`config.mk`:
```
export PLATFORM = sky130hd
export DESIGN_NAME = rv_muldiv_unit
export DESIGN_NICKNAME = d
export VERILOG_FILES = /design/src/rtl/rv_muldiv_unit.sv
export SDC_FILE = /design/constraint.sdc
export NUM_CORES = 2
export LEC_CHECK = 0
export CORE_ASPECT_RATIO = 2
export CORE_MARGIN = 2
export CORE_UTILIZATION = 50
export CTS_BUF_LIST = sky130_fd_sc_hd__clkbuf_4 sky130_fd_sc_hd__clkbuf_8
export CTS_CLUSTER_DIAMETER = 120
export CTS_CLUSTER_SIZE = 40
export DETAILED_ROUTE_END_ITERATION = 7
export PLACE_DENSITY = 0.66
export SYNTH_ARGS = -nofsm -noshare
export SYNTH_HDL_FRONTEND = slang
export SYNTH_SLANG_ARGS = --single-unit
```
`constraint.sdc`:
```
create_clock -name clk -period 17.46 [get_ports clk]
set_input_delay 2.619 -clock clk [delete_from_list [all_inputs] [get_ports clk]]
set_output_delay 2.619 -clock clk [all_outputs]
set_load 0.01 [all_outputs]
```
`src/rtl/rv_muldiv_unit.sv`:
```
// RISC-V M-extension execute unit: MUL/MULH/MULHSU/MULHU/DIV/DIVU/REM/REMU, one op in flight.
// Latency: div special cases 1, multiply MUL_STAGES+1, divide/remainder N+2 (N = XLEN or XLEN/2).
// Backpressure: the result is held in DONE until resp_ready; req_ready is low whenever busy or flushing.
//
// Ports:
//   clk, rst (async, active-high), flush (synchronous abort of the in-flight op)
//   req_valid/req_ready/req_op/req_a/req_b/req_tag     : request channel, funct3 op encoding
//   resp_valid/resp_ready/resp_result/resp_tag         : response channel, tag returned unchanged
module rv_muldiv_unit #(
    parameter int XLEN       = 32,
    parameter int MUL_STAGES = 2,
    parameter int DIV_RADIX4 = 0,
    parameter int TAG_W      = 5
) (
    input  logic             clk,
    input  logic             rst,
    input  logic             flush,
    input  logic             req_valid,
    output logic             req_ready,
    input  logic [2:0]       req_op,
    input  logic [XLEN-1:0]  req_a,
    input  logic [XLEN-1:0]  req_b,
    input  logic [TAG_W-1:0] req_tag,
    output logic             resp_valid,
    input  logic             resp_ready,
    output logic [XLEN-1:0]  resp_result,
    output logic [TAG_W-1:0] resp_tag
);

    localparam int N_ITER = (DIV_RADIX4 != 0) ? XLEN / 2 : XLEN;
    localparam int CNT_W  = $clog2(XLEN + 1);
    localparam logic [CNT_W-1:0] N_LAST  = CNT_W'(N_ITER);
    localparam logic [CNT_W-1:0] M_LAST  = CNT_W'(MUL_STAGES);
    localparam logic [XLEN-1:0]  MIN_INT = {1'b1, {(XLEN-1){1'b0}}};

    typedef enum logic [2:0] {S_IDLE, S_MUL, S_DIV_ITER, S_DIV_FIX, S_DONE} state_t;

    state_t             state_q;
    logic [CNT_W-1:0]   cnt_q;
    logic [1:0]         op_q;
    logic [TAG_W-1:0]   tag_q;
    logic               q_neg_q;
    logic               r_neg_q;
    logic [2*XLEN-1:0]  prod_q [MUL_STAGES];
    logic [XLEN-1:0]    div_r_q;
    logic [XLEN-1:0]    div_q_q;
    logic [XLEN-1:0]    div_d_q;
    logic               resp_valid_q;
    logic [XLEN-1:0]    resp_result_q;
    logic [TAG_W-1:0]   resp_tag_q;

    logic [2*XLEN-1:0]  mul_a_ext, mul_b_ext, prod_d;
    logic               div_signed, a_neg, b_neg, div_special;
    logic [XLEN-1:0]    abs_a, abs_b, special_res;
    logic [XLEN-1:0]    q_fix, r_fix, mul_sel;
    logic [2*XLEN-1:0]  div_next_d;

    // One restoring step: shift the next dividend bit into the partial remainder and
    // subtract the divisor if it fits. Packed result is {remainder, quotient/dividend}.
    function automatic logic [2*XLEN-1:0] div_step(input logic [XLEN-1:0] r,
                                                   input logic [XLEN-1:0] q,
                                                   input logic [XLEN-1:0] d);
        logic [XLEN:0]   r_sh;
        logic [XLEN:0]   diff;
        logic [XLEN-1:0] q_sh;
        r_sh = {r, q[XLEN-1]};
        q_sh = {q[XLEN-2:0], 1'b0};
        diff = r_sh - {1'b0, d};
        if (!diff[XLEN]) begin
            r_sh    = diff;
            q_sh[0] = 1'b1;
        end
        return {r_sh[XLEN-1:0], q_sh};
    endfunction

    // Operands are extended to 2*XLEN so one unsigned multiplier covers all four
    // signedness combinations (the truncated product is exact modulo 2^(2*XLEN)).
    always_comb begin
        mul_a_ext = (req_op[1:0] == 2'd1 || req_op[1:0] == 2'd2) ?
                    {{XLEN{req_a[XLEN-1]}}, req_a} : {{XLEN{1'b0}}, req_a};
        mul_b_ext = (req_op[1:0] == 2'd1) ?
                    {{XLEN{req_b[XLEN-1]}}, req_b} : {{XLEN{1'b0}}, req_b};
        prod_d    = mul_a_ext * mul_b_ext;

        div_signed  = !req_op[0];
        a_neg       = div_signed & req_a[XLEN-1];
        b_neg       = div_signed & req_b[XLEN-1];
        abs_a       = a_neg ? -req_a : req_a;
        abs_b       = b_neg ? -req_b : req_b;
        div_special = (req_b == '0) || (div_signed && req_a == MIN_INT && req_b == '1);
        if (req_b == '0) special_res = req_op[1] ? req_a : '1;
        else             special_res = req_op[1] ? '0 : MIN_INT;

        q_fix   = q_neg_q ? -div_q_q : div_q_q;
        r_fix   = r_neg_q ? -div_r_q : div_r_q;
        mul_sel = (op_q == 2'd0) ? prod_q[MUL_STAGES-1][XLEN-1:0]
                                 : prod_q[MUL_STAGES-1][2*XLEN-1:XLEN];
    end

    if (DIV_RADIX4 != 0) begin : g_radix4
        logic [2*XLEN-1:0] s1;
        assign s1         = div_step(div_r_q, div_q_q, div_d_q);
        assign div_next_d = div_step(s1[2*XLEN-1:XLEN], s1[XLEN-1:0], div_d_q);
    end else begin : g_radix2
        assign div_next_d = div_step(div_r_q, div_q_q, div_d_q);
    end

    always_ff @(posedge clk or posedge rst) begin
        if (rst) begin
            state_q       <= S_IDLE;
            cnt_q         <= '0;
            op_q          <= '0;
            tag_q         <= '0;
            q_neg_q       <= 1'b0;
            r_neg_q       <= 1'b0;
            div_r_q       <= '0;
            div_q_q       <= '0;
            div_d_q       <= '0;
            for (int i = 0; i < MUL_STAGES; i++) prod_q[i] <= '0;
            resp_valid_q  <= 1'b0;
            resp_result_q <= '0;
            resp_tag_q    <= '0;
        end else if (flush) begin
            state_q      <= S_IDLE;
            cnt_q        <= '0;
            resp_valid_q <= 1'b0;
        end else begin
            case (state_q)
                S_IDLE: if (req_valid) begin
                    op_q  <= req_op[1:0];
                    tag_q <= req_tag;
                    cnt_q <= CNT_W'(1);
                    if (!req_op[2]) begin
                        prod_q[0] <= prod_d;
                        state_q   <= S_MUL;
                    end else if (div_special) begin
                        resp_result_q <= special_res;
                        resp_tag_q    <= req_tag;
                        resp_valid_q  <= 1'b1;
                        state_q       <= S_DONE;
                    end else begin
                        div_r_q <= '0;
                        div_q_q <= abs_a;
                        div_d_q <= abs_b;
                        q_neg_q <= a_neg ^ b_neg;
                        r_neg_q <= a_neg;
                        state_q <= S_DIV_ITER;
                    end
                end
                S_MUL: begin
                    for (int i = 1; i < MUL_STAGES; i++) prod_q[i] <= prod_q[i-1];
                    if (cnt_q == M_LAST) begin
                        resp_result_q <= mul_sel;
                        resp_tag_q    <= tag_q;
                        resp_valid_q  <= 1'b1;
                        state_q       <= S_DONE;
                    end else begin
                        cnt_q <= cnt_q + 1'b1;
                    end
                end
                S_DIV_ITER: begin
                    {div_r_q, div_q_q} <= div_next_d;
                    if (cnt_q == N_LAST) state_q <= S_DIV_FIX;
                    else                 cnt_q   <= cnt_q + 1'b1;
                end
                S_DIV_FIX: begin
                    resp_result_q <= op_q[1] ? r_fix : q_fix;
                    resp_tag_q    <= tag_q;
                    resp_valid_q  <= 1'b1;
                    state_q       <= S_DONE;
                end
                S_DONE: if (resp_ready) begin
                    resp_valid_q <= 1'b0;
                    state_q      <= S_IDLE;
                end
                default: state_q <= S_IDLE;
            endcase
        end
    end

    assign req_ready   = (state_q == S_IDLE) && !flush;
    assign resp_valid  = resp_valid_q;
    assign resp_result = resp_result_q;
    assign resp_tag    = resp_tag_q;

endmodule

```
Word-level counts from Yosys, hierarchy flattened
Index checks and enable logic that the tools add are counted.
Operators by class
  bitwise gates (word level): 6
  shift operators: 0
  reduce and logical (&&, ||, !) cells: 23
  multipliers: 1
  add/subtract/negate cells: 6
  multiplexer cells: 51
  divide/modulo/power cells: 0
  $lt $le $gt $ge: 0
  equal/unequal tests: 23
Operator list (count)
  two-way mux 32 bit: 20
  two-way mux 64 bit: 2
  negation 32 bit: 4
  one-hot mux 32 bit (2 select lines): 2
  one-hot mux 32 bit (3 select lines): 1
  == test 32 bit (second input constant): 2
  multiplier 64 x 64 -> 64 bit: 1
  subtractor 33 x 32 -> 33 bit: 1
  logical NOT 32 bit: 1
  two-way mux 6 bit: 4
  inequality test 3 bit (second input constant): 8
  two-way mux 3 bit: 7
  two-way mux 5 bit: 4
  one-hot mux 6 bit (3 select lines): 1
  one-hot mux 3 bit (5 select lines): 1
  one-hot mux 5 bit (3 select lines): 1
  AND reduction 4 bit: 3
  AND reduction 6 bit: 2
  inequality test 2 bit (second input constant): 5
  AND reduction 5 bit: 2
  two-way mux 1 bit: 7
  adder 6 x 1 -> 6 bit (second input constant): 1
  == test 3 x 2 -> 1 bit (second input constant): 2
  == test 6 x 2 -> 1 bit (second input constant): 1
  20 further kinds: 27
Word-level totals
  bits in read-only memories: 0
  bits in writable memories: 0
  bits of input ports: 77
  memories kept: 0
  latch bits: 0
  register bits: 280
  word-level logic and storage cells: 124
  output and inout port bits: 39

Longest topological paths before layout
  depth in word-level cells: 9
  depth in mapped cells: 39
  depth with buffers taken out: 35

Worst setup path before layout
No wires, ideal clock.
  path type: input -> register
  start: input req_op[1]
  end: register prod_q[126] in the netlist's numbering
  setup time: 134 ps
  cell stages on the path: 34
  slack: 5411 ps
  data arrival time: 11916 ps
  path buffers: 4
  data required time: 17326 ps
  cells stage by stage: inv_1 -> clkbuf_1 -> ha_1 -> nor2_1 -> clkbuf_1 -> clkbuf_1 -> nand2_1 -> fa_1 -> inv_1 -> fa_1 -> fa_1 -> inv_1 -> fa_1 -> inv_1 -> fa_1 -> fa_1 -> fa_1 -> fa_1 -> fa_1 -> inv_1 -> fa_1 -> inv_1 -> ha_1 -> clkbuf_1 -> nand4_1 -> nor4_1 -> nand3_1 -> a31oi_1 -> o21ai_0 -> o21ai_0 -> a211oi_1 -> a21oi_1 -> xnor2_1 -> o21ai_0
On the way
  word-level cells in the longest chain between the ends: 4
  elaborated cells between the ends (all ways): 6
  those cells by class: mul (1); eq/ne (2); mux (2); reduce/logical (1)
RTL lines
  from (decl): line 20  | input logic [2:0] req_op,
  == test 2 x 1 -> 1 bit or == test 2 bit (tied branches): line 79, 81
  logical OR 1 bit: line 79  | mul_a_ext = (req_op[1:0] == 2'd1 || req_op[1:0] == 2'd2) ?
  two-way mux 64 bit: line 79
  multiplier 64 x 64 -> 64 bit (*): line 83  | prod_d = mul_a_ext * mul_b_ext;
  to (decl): line 44  | logic [2*XLEN-1:0] prod_q [MUL_STAGES];
Mark *: on every way between the ends. The rest lies on a longest branch, timed or not.
A chain may end at the register's enable or synchronous reset.

Worst setup path in the final report
Same ends and word-level chain as after synthesis.

==> qor.log <==
INFO  clock_network  buffer_type_at_the_clock_tree_root=sky130_fd_sc_hd__clkbuf_8
INFO  synth          synth_fa_ha_area_frac=0.512
INFO  clock_network  cts.reportedPaths.clkPinSlew=0.21ns
INFO  place          dp.final_hpwl=181000um
INFO  grt            globalRoute.totalOverflow=0
INFO  clock_network  number_of_buffers_inserted_for_hold_repair_after_clock_tree_synthesis=0
INFO  grt            number_of_global_route_vias_before_repair=54.6k
INFO  setup_path     worst_path_largest_cell_delay=1.03ns
INFO  timing         unrepaired_setup_endpoints_after_global_routing=false
INFO  synth          synth_area_per_cell=9.21um2
INFO  timing         fin_setup_tns=0ns
INFO  die            placeableCoreArea=127000um2
INFO  die            initial_utilization=0.505
INFO  grt            grt_util_all_layers=0.360
INFO  drt            route.vias.total=48.8k
INFO  die            die_y=511um
INFO  worst_hold_path hold_path.class=reg2reg
INFO  clock_network  cts-htree-levels=1
INFO  grt            pin_count_of_the_biggest_net_entering_global_routing=111
INFO  drt            first_iter_violations=3496
INFO  synth          post-synth-top-area-fraction=0.444
INFO  place          placement.io_buffers=115
INFO  timing         post-route-min-period=14.01ns
INFO  synth          ys_top_cells_by_count=sky130_fd_sc_hd__inv_1 (1579), sky130_fd_sc_hd__fa_1 (1424), sky130_fd_sc_hd__nand2_1 (869)
INFO  synth          number_of_different_library_cells_in_the_post_synthesis_netlist=73
INFO  grt            grt_pass1_wl=340000um
INFO  synth          synth_area_in_compound_gates=0.0699
INFO  synth          post_synth_inst_count=6966
INFO  run            drv_cap=0
INFO  synth          seq_area_frac_synth=0.109
INFO  setup_path     setup.worst_path.end_class=flip-flop
INFO  die            die_w=257um
INFO  synth          synth_top_family_by_area=adder cells
INFO  place          gp_routability_congestion=0.989
INFO  drt            drt_first_pass_iters=6
INFO  timing         slew_violations=0
INFO  setup_path     r2r_cells=15
INFO  synth          synthArstFlopShare=1.00
INFO  timing         layout_worst_path_cycle_share=0.803
INFO  synth          synth_most_common_cell=sky130_fd_sc_hd__inv_1
INFO  setup_path     rr_endpoint=div_r_q[11]$_DFFE_PP0P_
INFO  drt            post_drt_wl_per_cell=27.0um
INFO  worst_hold_path worst_hold_startpoint=prod_q[105]$_DFFE_PP0P_
INFO  clock_network  clock_path_buffers=3
INFO  setup_path     timing.critical_path.mode_cell=sky130_fd_sc_hd__fa_1
INFO  drt            final_antenna_net_count=0
INFO  drt            drc=0
INFO  setup_path     crit_path_end=prod_q[126]$_DFFE_PP0P_
INFO  die            ioPinCount=116
INFO  synth          synth_enable_flop_cells=0
INFO  synth          mappedNetlistArea=64100um2
INFO  timing         max_slew.worst_pin.slew=1.09ns
INFO  setup_path     crit-reg2reg-launch=div_q_q[31]$_DFFE_PP0P_
INFO  setup_path     path_max_fanout=31
INFO  synth          yosysWarningCount=0
INFO  die            fp.dieArea=131000um2
INFO  timing         timing.slew.headroom=0.267
INFO  synth          synth-main-ff-cell=sky130_fd_sc_hd__dfrtp_1
INFO  timing         finalClockSkew=0.0560ns
INFO  setup_path     worst-setup-path-type=in2reg
INFO  clock_network  num_cts_buffers=10
INFO  clock_network  cts_tree=built
INFO  clock_network  clkLatencyLatePin=0.66ns
INFO  clock_network  clock-sinks=280
INFO  final_layout   fillCellCount=11.9k
INFO  synth          cell_types_with_the_largest_area_share_after_synthesis=sky130_fd_sc_hd__fa_1 (44%), sky130_fd_sc_hd__dfrtp_1 (11%), sky130_fd_sc_hd__inv_1 (9.2%)
INFO  final_layout   synth_to_final_area_change=4.12%
INFO  clock_network  cts_setup_buffers=0
INFO  grt            grt_antenna_before_repair=11
INFO  drt            via_per_inst=5.74
INFO  final_layout   layout-drive-gt1-share=0.0360
INFO  synth          synthesis_stage_register_bit_count=280
INFO  setup_path     critical_path.startpoint_type=primary input
INFO  setup_path     timing.reg2reg.setup_slack=12.85ns
INFO  synth          yosysTopAreaCell=sky130_fd_sc_hd__fa_1
INFO  timing         timing.final.hold_violations=0
INFO  setup_path     cp_data_required_time=17.95ns
INFO  clock_network  post_cts_sizing=0
INFO  timing         number_of_endpoints_failing_setup_at_the_final_stage=0
INFO  die            placementRows=185
INFO  setup_path     crit_path_top_delay_cell=sky130_fd_sc_hd__clkdlybuf4s50_1
INFO  timing         max_clock_freq=71.4MHz
INFO  drt            postRouteWirelength=229000um
INFO  setup_path     timing.critical_path.from=req_op[1]
INFO  run_status     outcome=finished, final reports clean
INFO  synth          synthXorXnorAreaFrac=0.0359
INFO  final_layout   finalNetCount=8646
INFO  synth          synth_mux_area_frac=0.0240
INFO  synth          syn_nets=8813
INFO  setup_path     data_arrival_time_of_the_worst_path=14.50ns
INFO  synth          synth_simple_gate_area_share=0.133
## cell families (layout without fill, tap and decap cells)
group           Yosys count  count (layout)
compound gates          766             766
xor+xnor                263             263
fa+ha+maj              1770            1770
buf+inv                1967            1801
flops                   280             280
mux                     142             142
other cells               0               6
simple gates           1778            1778
## registers in the layout (all words and copies together), names as in the netlist
signal / cells
prod_q: 128
div_d_q: 32
div_q_q: 32
div_r_q: 32
resp_result: 32
cnt_q: 6
resp_tag: 5
tag_q: 5
state_q: 3
op_q: 2
q_neg_q: 1
r_neg_q: 1
resp_valid: 1
## cell type report
type | instances | area (um2) | area share
multi-input combinational | 4719 | 49800 | 0.745
clock buffer | 13 | 166 | 0.00249
antenna | 6 | 15.0 | 0.000225
tap | 1683 | 2110 | 0.0315
timing repair buffer | 209 | 1790 | 0.0268
sequential | 280 | 7010 | 0.105
inverter | 1579 | 5930 | 0.0889
## metal layers
metal / vias up / track usage / share of wire
met4: 2 / 0.406 / 0.14
met3: 1165 / 0.0488 / 0.058
li1: 20400 / - / -
met5: - / 0 / 0.000048
met2: 2326 / 0.645 / 0.51
met1: 24865 / 0.329 / 0.29
## metrics by stage
stage	cells	area (um2)	hold WS [ns]	worst slack, ns	utilization
finish	8489	66800	0.500	3.45	0.525
global route	8484	66800	0.530	3.00	0.525
CTS	8483	66800	0.512	3.59	0.525
detailed placement	8470	66600	0.467	2.95	0.524
global placement	8470	66600	0.460	3.05	0.524
floorplan	6966	64100	0.443	5.41	-
## worst max-delay path: cells and delay by family
family,cells,cell delay (ns)
buf+inv,10,2.50
compound gates,9,2.40
fa+ha+maj,12,6.54
xor+xnor,1,0.14
simple gates,2,0.24
## placed cells by master, fill, tap and decap left out, drive strengths merged, types with 14 or more instances in the layout
cell | synthesis | final
nor3 | 36 | 36
nand2b | 19 | 19
mux2i | 56 | 56
xnor2 | 179 | 179
nor4 | 16 | 16
o21bai | 15 | 15
a31oi | 26 | 26
o22ai | 16 | 16
o21ai | 309 | 309
dfrtp | 280 | 280
nor2 | 177 | 177
and2 | 502 | 502
nand3 | 28 | 28
buf | 62 | 107
ha | 346 | 346
a211oi | 36 | 36
a21o | 34 | 34
clkbuf | 326 | 14
fa | 1424 | 1424
nand4 | 27 | 27
nand2 | 869 | 869
mux2 | 86 | 86
inv | 1579 | 1579
or3 | 18 | 18
o31ai | 36 | 36
a21oi | 212 | 212
xor2 | 84 | 84
clkdlybuf4s50 | 0 | 101
nor2b | 31 | 31
## worst min path at each step
stage	end	cells after the start
detailed placement	prod_q[105]$_DFFE_PP0P_	2
finish	prod_q[105]$_DFFE_PP0P_	2
CTS	prod_q[105]$_DFFE_PP0P_	2
global placement	prod_q[116]$_DFFE_PP0P_	2
floorplan	prod_q[64]$_DFFE_PP0P_	2
global route	resp_result[1]$_DFFE_PP0P_	2
Power is not shown: default switching activity piles up to over one toggle a cycle in this logic, so the estimate is an artifact.
